$ cat config.mk
export PLATFORM = sky130hd
export DESIGN_NAME = branch_predict_gshare
export DESIGN_NICKNAME = d
export VERILOG_FILES = /design/src/rtl/branch_predict_gshare.sv
export SDC_FILE = /design/constraint.sdc
export NUM_CORES = 2
export LEC_CHECK = 0
export CAP_MARGIN = 20
export CORE_AREA = 3 3 425 427
export DETAILED_ROUTE_END_ITERATION = 6
export DIE_AREA = 0 0 428 430
export PLACE_DENSITY = 0.7
export SYNTH_ARGS = -nofsm -noshare
export SYNTH_HDL_FRONTEND = slang
export SYNTH_SLANG_ARGS = --single-unit
$ cat constraint.sdc
create_clock -name clk -period 45.2 [get_ports clk]
set_input_delay 6.78 -clock clk [delete_from_list [all_inputs] [get_ports clk]]
set_output_delay 6.78 -clock clk [all_outputs]
set_load 0.05 [all_outputs]
$ cat src/rtl/branch_predict_gshare.sv
// Gshare / bimodal branch direction predictor.
// Predicts in ID from a 2-bit counter pattern history table (PHT) and
// speculatively shifts the prediction into the global history register (GHR).
// Counters are trained at EX resolution using the index piped down with the
// branch. A mispredict rebuilds the GHR from the checkpoint carried with the
// branch. After reset the PHT is cleared by a sweep, one entry per cycle,
// and the predictor reports ready once every entry has been written.
module branch_predict_gshare #(
    parameter int         GHR_WIDTH       = 10,
    parameter int         PHT_INDEX_WIDTH = 10,
    parameter int         PC_LSB          = 2,
    parameter logic [1:0] INIT_STATE      = 2'b10
) (
    input  logic                       clk,
    input  logic                       rst,
    input  logic                       mode,
    input  logic [31:0]                pcD,
    input  logic                       branchD,
    input  logic                       stallD,
    input  logic                       flushD,
    output logic                       pred_takeD,
    output logic [PHT_INDEX_WIDTH-1:0] pred_indexD,
    output logic [GHR_WIDTH-1:0]       ghr_snapD,
    input  logic                       resolve_validE,
    input  logic [PHT_INDEX_WIDTH-1:0] resolve_indexE,
    input  logic [GHR_WIDTH-1:0]       resolve_ghrE,
    input  logic                       pred_takeE,
    input  logic                       actual_takeE,
    output logic                       preErrorE,
    output logic                       ready,
    output logic [31:0]                stat_branches,
    output logic [31:0]                stat_mispredicts
);

    localparam int                         PHT_ENTRIES = 1 << PHT_INDEX_WIDTH;
    localparam logic [PHT_INDEX_WIDTH-1:0] LAST_INDEX  = '1;

    typedef enum logic {
        ST_INIT,
        ST_RUN
    } state_t;

    state_t                       state_q;
    logic [PHT_INDEX_WIDTH-1:0]   sweep_ptr_q;
    logic                         ready_q;

    logic [1:0]                   pht_mem [0:PHT_ENTRIES-1];

    logic [GHR_WIDTH-1:0]         ghr_q;
    logic [GHR_WIDTH-1:0]         ghr_d;
    logic [31:0]                  stat_branches_q;
    logic [31:0]                  stat_branches_d;
    logic [31:0]                  stat_mispredicts_q;
    logic [31:0]                  stat_mispredicts_d;

    logic [PHT_INDEX_WIDTH-1:0]   pc_idx;
    logic [PHT_INDEX_WIDTH-1:0]   ghr_ext;
    logic [PHT_INDEX_WIDTH-1:0]   pred_idx;
    logic                         pred_take;
    logic                         pre_error;

    logic [GHR_WIDTH:0]           spec_cat;
    logic [GHR_WIDTH:0]           recover_cat;

    logic                         pht_we;
    logic [PHT_INDEX_WIDTH-1:0]   pht_waddr;
    logic [1:0]                   pht_wdata;
    logic [1:0]                   pht_cur;

    logic                         unused_bits;

    // Init sweep FSM: walk every PHT entry once after reset, then run.
    always_ff @(posedge clk) begin
        if (rst) begin
            state_q     <= ST_INIT;
            sweep_ptr_q <= '0;
            ready_q     <= 1'b0;
        end else if (state_q == ST_INIT) begin
            sweep_ptr_q <= sweep_ptr_q + PHT_INDEX_WIDTH'(1);
            if (sweep_ptr_q == LAST_INDEX) begin
                state_q <= ST_RUN;
                ready_q <= 1'b1;
            end
        end else begin
            ready_q <= 1'b1;
        end
    end

    // Prediction index: PC bits, optionally folded with the history in the LSBs.
    always_comb begin
        pc_idx                   = pcD[PC_LSB +: PHT_INDEX_WIDTH];
        ghr_ext                  = '0;
        ghr_ext[GHR_WIDTH-1:0]   = ghr_q;
        pred_idx                 = mode ? (pc_idx ^ ghr_ext) : pc_idx;
    end

    assign pred_take = ready_q & branchD & pht_mem[pred_idx][1];
    assign pre_error = resolve_validE & (pred_takeE ^ actual_takeE);

    // Next history: a mispredict rebuilds from the checkpoint and wins over the
    // wrong-path shift of the branch currently in ID.
    always_comb begin
        spec_cat    = {ghr_q, pred_take};
        recover_cat = {resolve_ghrE, actual_takeE};
        ghr_d       = ghr_q;
        if (ready_q) begin
            if (pre_error) begin
                ghr_d = recover_cat[GHR_WIDTH-1:0];
            end else if (branchD & ~stallD & ~flushD) begin
                ghr_d = spec_cat[GHR_WIDTH-1:0];
            end
        end
    end

    // History register.
    always_ff @(posedge clk) begin
        if (rst) begin
            ghr_q <= '0;
        end else begin
            ghr_q <= ghr_d;
        end
    end

    // Single PHT write port shared by the sweep and the resolution update.
    always_comb begin
        pht_we    = 1'b0;
        pht_waddr = sweep_ptr_q;
        pht_wdata = INIT_STATE;
        pht_cur   = pht_mem[resolve_indexE];
        if (!rst) begin
            if (!ready_q) begin
                pht_we = 1'b1;
            end else if (resolve_validE) begin
                pht_we    = 1'b1;
                pht_waddr = resolve_indexE;
                if (actual_takeE) begin
                    pht_wdata = (pht_cur == 2'b11) ? pht_cur : pht_cur + 2'd1;
                end else begin
                    pht_wdata = (pht_cur == 2'b00) ? pht_cur : pht_cur - 2'd1;
                end
            end
        end
    end

    // PHT storage; reads are combinational and see the pre-write value.
    always_ff @(posedge clk) begin
        if (pht_we) begin
            pht_mem[pht_waddr] <= pht_wdata;
        end
    end

    // Saturating statistics, only counted once the predictor is live.
    always_comb begin
        stat_branches_d    = stat_branches_q;
        stat_mispredicts_d = stat_mispredicts_q;
        if (ready_q & resolve_validE & ~(&stat_branches_q)) begin
            stat_branches_d = stat_branches_q + 32'd1;
        end
        if (ready_q & pre_error & ~(&stat_mispredicts_q)) begin
            stat_mispredicts_d = stat_mispredicts_q + 32'd1;
        end
    end

    // Statistics registers.
    always_ff @(posedge clk) begin
        if (rst) begin
            stat_branches_q    <= '0;
            stat_mispredicts_q <= '0;
        end else begin
            stat_branches_q    <= stat_branches_d;
            stat_mispredicts_q <= stat_mispredicts_d;
        end
    end

    assign unused_bits      = ^{pcD, spec_cat[GHR_WIDTH], recover_cat[GHR_WIDTH]};

    assign pred_takeD       = pred_take;
    assign pred_indexD      = pred_idx;
    assign ghr_snapD        = ghr_q;
    assign preErrorE        = pre_error;
    assign ready            = ready_q;
    assign stat_branches    = stat_branches_q;
    assign stat_mispredicts = stat_mispredicts_q;

endmodule

### Word level (Yosys, flattened, before mapping)

Memory sizes are Yosys's and may differ from the RTL's.
Index checks and enable logic that the tools add are counted.

| storage, ports and cells | value |
|---|---|
| register bits after elaboration | 86 |
| latch bits | 0 |
| memory bits (writable) | 2048 |
| ROM bits | 0 |
| input bits | 61 |
| output and inout port bits | 87 |
| word-level logic and storage cells | 56 |
| memories | 1 |

Memory list:

| memory | depth | width | rd ports | clocked after Yosys merged registers in | wr ports | RTL line | RTL |
|---|---|---|---|---|---|---|---|
| pht_mem | 1024 | 2 | 2 | 0 | 1 | 47 | `logic [1:0] pht_mem [0:PHT_ENTRIES-1];` |

| operators by class | value |
|---|---|
| add/subtract/negate cells | 5 |
| $mul | 0 |
| divide/modulo/power cells | 0 |
| magnitude comparators | 0 |
| eq/ne operators | 2 |
| shift-type cells | 0 |
| mux-type cells | 21 |
| bitwise operators | 15 |
| reduce and logical (&&, ||, !) cells | 6 |

Operator list:

| kind | number |
|---|---|
| 32-bit by 1-bit adder with 32-bit output, second input constant | 2 |
| 32-bit AND reduction | 2 |
| 10-bit two-way mux | 6 |
| 2-bit two-way mux | 6 |
| 10-bit by 1-bit adder with 10-bit output, second input constant | 1 |
| 10-bit == test, second input constant | 1 |
| 10-bit XOR | 1 |
| 1-bit bitwise AND | 9 |
| 1-bit two-way mux | 9 |
| 1-bit inverter | 4 |
| 2-bit nonzero test | 2 |
| 2-bit by 1-bit adder with 2-bit output, second input constant | 1 |
| 2-bit == test, second input constant | 1 |
| 2-bit zero test | 1 |
| 2-bit AND reduction | 1 |
| 2-bit by 1-bit subtractor with 2-bit output, second input constant | 1 |
| 1-bit XOR | 1 |

### Depth between registers and ports, before layout

An unclocked memory read counts as a cell.

| depth | value |
|---|---|
| depth after elaboration | 7 |
| mapped depth | 18 |
| gate-level depth less buffers | 12 |

### Worst setup path before layout

OpenSTA, ideal clock, no wires.

| path | value |
|---|---|
| path kind | in2reg |
| start | input resolve_indexE[0] |
| end | memory pht_mem[0][0], data pin |
| setup time | 5.685 ns |
| arrival time | 36.504 ns |
| data required time | 39.515 ns |
| setup slack | 3.011 ns |
| stages | 11 |
| path buffers | 3 |
| path through | buf_2 buf_6 buf_2 mux4_2 mux4_2 mux4_2 a22oi_1 o311ai_1 nor2_2 o21ai_1 a21oi_1 |

| between the ends | value |
|---|---|
| word-level cells in the longest chain between the ends | 7 |
| elaborated cells on any way between the ends | 11 |
| classes of those cells | 2 x add/sub; 1 x eq/ne; 6 x mux; 1 x reduce/logical; 1 x memory |

RTL lines:

| what | RTL line | RTL |
|---|---|---|
| from (decl) | 25 | `input logic [PHT_INDEX_WIDTH-1:0] resolve_indexE,` |
| memory 1024 x 2 bit * | -- |  |
| 2-bit by 1-bit subtractor with 2-bit output (tied with other cells) | 139 | `pht_wdata = (pht_cur == 2'b00) ? pht_cur : pht_cur - 2'd1;` |
| 2-bit two-way mux (on tied branches) | 139, 137 |  |
| 2-bit two-way mux * | 136 | `if (actual_takeE) begin` |
| 2-bit two-way mux * | 133 | `end else if (resolve_validE) begin` |
| 2-bit two-way mux * | 131 | `if (!ready_q) begin` |
| 2-bit two-way mux * | 130 | `if (!rst) begin` |
| net pht_wdata[0] | 67 | `logic [1:0] pht_wdata;` |
| to (decl) | 47 |  |

Mark *: on every way through the listed nets, which the timed path passes. The rest lies on a longest branch.

### Final worst setup path

| path | value |
|---|---|
| start | input pcD[2] |
| end | output pred_takeD |

| between the ends | value |
|---|---|
| word-level cells in the longest chain between the ends | 4 |

RTL lines:

| what | RTL line | RTL |
|---|---|---|
| from (decl) | 17 | `input logic [31:0] pcD,` |
| 10-bit XOR | 94 | `pred_idx = mode ? (pc_idx ^ ghr_ext) : pc_idx;` |
| 10-bit two-way mux * | 94 |  |
| memory 1024 x 2 bit * | -- |  |
| 1-bit bitwise AND * | 97 | `assign pred_take = ready_q & branchD & pht_mem[pred_idx][1];` |
| to (decl) | 21 | `output logic pred_takeD,` |

Every way passes the cells marked *; elsewhere a longest branch is shown, timed or not.

==> flow_summary_export.csv <==
group,metric,value,unit
placed_design,place_congestion,0.9372,
cts,cts_repair_resize_count,0,
die,core,176500,um2
synth,syn_area,97470,um2
drt,drtIter0Drc,11177,
layout,regArea,63220,um2
global_route,track_usage,0.3358,
timing,fmax,0.04879,GHz
cts,clockRootBuffer,"clkbuf_16",
placed_design,port_buffers,124,
synth,syn_inst,6468,
synth,async_flop_share,0,
drt,routed_wl,311700,um
global_route,globalRouteOverflowTotal,0,
synth,seq_area_frac_synth,0.6486,
run_status,violations,"DRC",
layout,fin_nets,6493,
cts,cts_max_path_buffers,3,
synth,synth_edf_count,2048,
synth,synth.avg_cell_area,15.07,um2
drt,ant_nets,0,
cts,cts.sinks,2134,
layout,area_growth,11.55,%
worst_setup_path,crit_arrival,13720,ps
cts,cts_made_buffers,212,
global_route,grt_pass1_vias,62220,
synth,synth_top_area_share,0.6309,
cts,hold_buffers,0,
layout,fill_cells,12840,
synth,synth_area_leaders,"edfxtp_1 (63%), mux4_2 (16%), nor2_1 (4.5%)",
die,die_w,428,um
timing,post-route-period-util,0.4535,
worst_setup_path,end_kind,"primary output",
synth,synth-main-ff-cell,"edfxtp_1",
pwr,ir_worst_vdd,38.00,uV
drt,wire_per_inst,34.73,um
worst_setup_path,cp_data_required_time,38420,ps
timing,hold-worst-slack,504.9,ps
timing,fin_setup_tns,0,ps
placed_design,place_ws,25120,ps
placed_design,post_dp_cell_area,101000,um2
die,rows,154,
layout,drive_gt1_frac,0.1957,
timing,drv_slew,0,
die,die-area,184000,um2
run,drv_cap,0,
synth,synth_warnings,0,
worst_setup_path,crit_type,"primary input to primary output",
die,start_util,0.5522,
synth,synth_cell_types,91,
hold_path,hp-class,"flop to flop",
cts,path_clk_slew,60,ps
pwr,powerDensity,38.31,nW/um2
drt,vias,64049,
synth,synth_nets,6532,
layout,final_common_cell,"edfxtp_1",
timing,rsz0062_at_grt,"no",
cts,post_cts_buffers,0,
placed_design,dp_hpwl,176500,um
timing,finalHoldViolCount,0,
drt,drc,2,
synth,yosysTopAreaCell,"edfxtp_1",
global_route,grt_pass1_wl,443300,um
synth,ys_ff_latch,2134,
layout,final_util,0.6160,
layout,fin_area,108700,um2
layout,final_cell_mix,"edfxtp_1 (2048), nor2_1 (1172), mux4_2 (696), nand2_1 (458), nand3_1 (250)",
worst_setup_path,crit_fanout,89,
die,fp.dieH,430,um
die,ios,148,
drt,viasPerCell,7.137,
global_route,antenna_found_initial,18,
timing,setup_slack,24700,ps
worst_setup_path,cp-start-kind,"primary input",
cts,clkLatencyLatePin,890,ps
cts,h-tree-depth,4,
global_route,grt_max_degree,243,
pwr,p_leak,36.94,nW
cts,cts_tree,"built",
timing,slew_headroom,0.1038,
timing,setup_viol,0,
run_status,status,"finished with violations",
timing,fin_crit,20500,ps
layout,multi_input_area,32000,um2
drt,first_pass_iters,7,
timing,clock_skew,52.97,ps
timing,tightest_slew,1339,ps
## cell usage after synthesis, types with 18 or more instances
library cell / instances
edfxtp_1: 2048
nor2_1: 1174
mux4_2: 696
nand2_1: 489
clkbuf_1: 322
nand3_1: 250
mux2i_1: 154
o21ai_0: 127
buf_2: 119
a21oi_1: 87
dfxtp_1: 86
buf_1: 66
a31oi_1: 64
and3_1: 63
a211oi_1: 60
nand4_1: 56
a32oi_1: 50
xor2_1: 46
buf_4: 41
nor3_1: 29
a22oi_1: 24
inv_1: 24
nor2b_1: 24
xnor2_1: 24
a311oi_1: 20
a2111oi_0: 18
nand2b_1: 18
o211ai_1: 18
## report_power, final
part	internal [mW]	switching, mW
combinational	0.0793	0.155
sequential	2.13	0.000393
clock	1.03	0.770
## cell type report
cell class | instances | area share
multi-input combinational | 3743 | 0.2943
timing repair buffer | 307 | 0.03068
clock buffer | 252 | 0.05075
antenna | 21 | 0.0004833
inverter | 31 | 0.001289
sequential | 2134 | 0.5814
clock inverter | 146 | 0.01417
tap | 2340 | 0.02693
## worst max-delay path, cell delays in order
cell	delay (ps)
clkdlybuf4s50_1	480
buf_4	380
a21boi_4	290
nor2_4	100
inv_16	370
buf_4	710
buf_4	670
mux4_2	360
nand3_1	80
a21oi_1	200
nor4_1	100
nor3_1	820
nand4_1	200
nor4b_2	760
nand3b_1	420
clkdlybuf4s50_1	880
## cells by family (layout without fill, tap and decap cells)
| kind of cell | Yosys count | count (layout) | synth area share |
|---|---|---|---|
| buffers and inverters | 591 | 736 | 0.02682 |
| DFF | 2134 | 2134 | 0.6486 |
| muxes | 861 | 861 | 0.1779 |
| xor gates and xnor gates | 71 | 71 | 0.006457 |
| and+or+nand+nor | 2190 | 2190 | 0.09559 |
| other | 0 | 21 | 0 |
| AOI/OAI and AO/OA | 617 | 617 | 0.04413 |
| adders and majority gates | 4 | 4 | 0.0004878 |
## path summary, 6_finish.rpt
| kind | startpoint | to | slack, ps | depth (start not counted) |
|---|---|---|---|---|
| max | pcD[2] | pred_takeD | 24700 | 16 |
| min | stat_mispredicts[27] | stat_mispredicts[27] | 500 | 2 |
| max reg2reg | pht_mem[803][1] | pht_mem[519][1] | 37910 | 14 |
| min reg2reg | stat_mispredicts[27] | stat_mispredicts[27] | 500 | 2 |
## per-stage QoR
stage | power [mW] | instances
final | 4.166 | 8974
after global routing | 4.254 | 8956
after floorplan | 2.315 | 6468
after global placement | 2.401 | 8519
after CTS | 4.165 | 8927
after detailed placement | 2.402 | 8529
## routing by layer
layer  share of wire  global-route usage
met5         0.00052            0.004163
met4           0.063              0.1892
met3            0.15              0.1111
met2            0.45              0.4966
met1            0.34              0.4405
## registers in the layout, indices dropped and copies added, names as in the netlist
signal            cells
ghr_snapD            10
pht_mem            2048
ready                 1
stat_branches        32
stat_mispredicts     32
state_q               1
sweep_ptr_q          10
No activity file was read; power rests on OpenSTA's default activity.
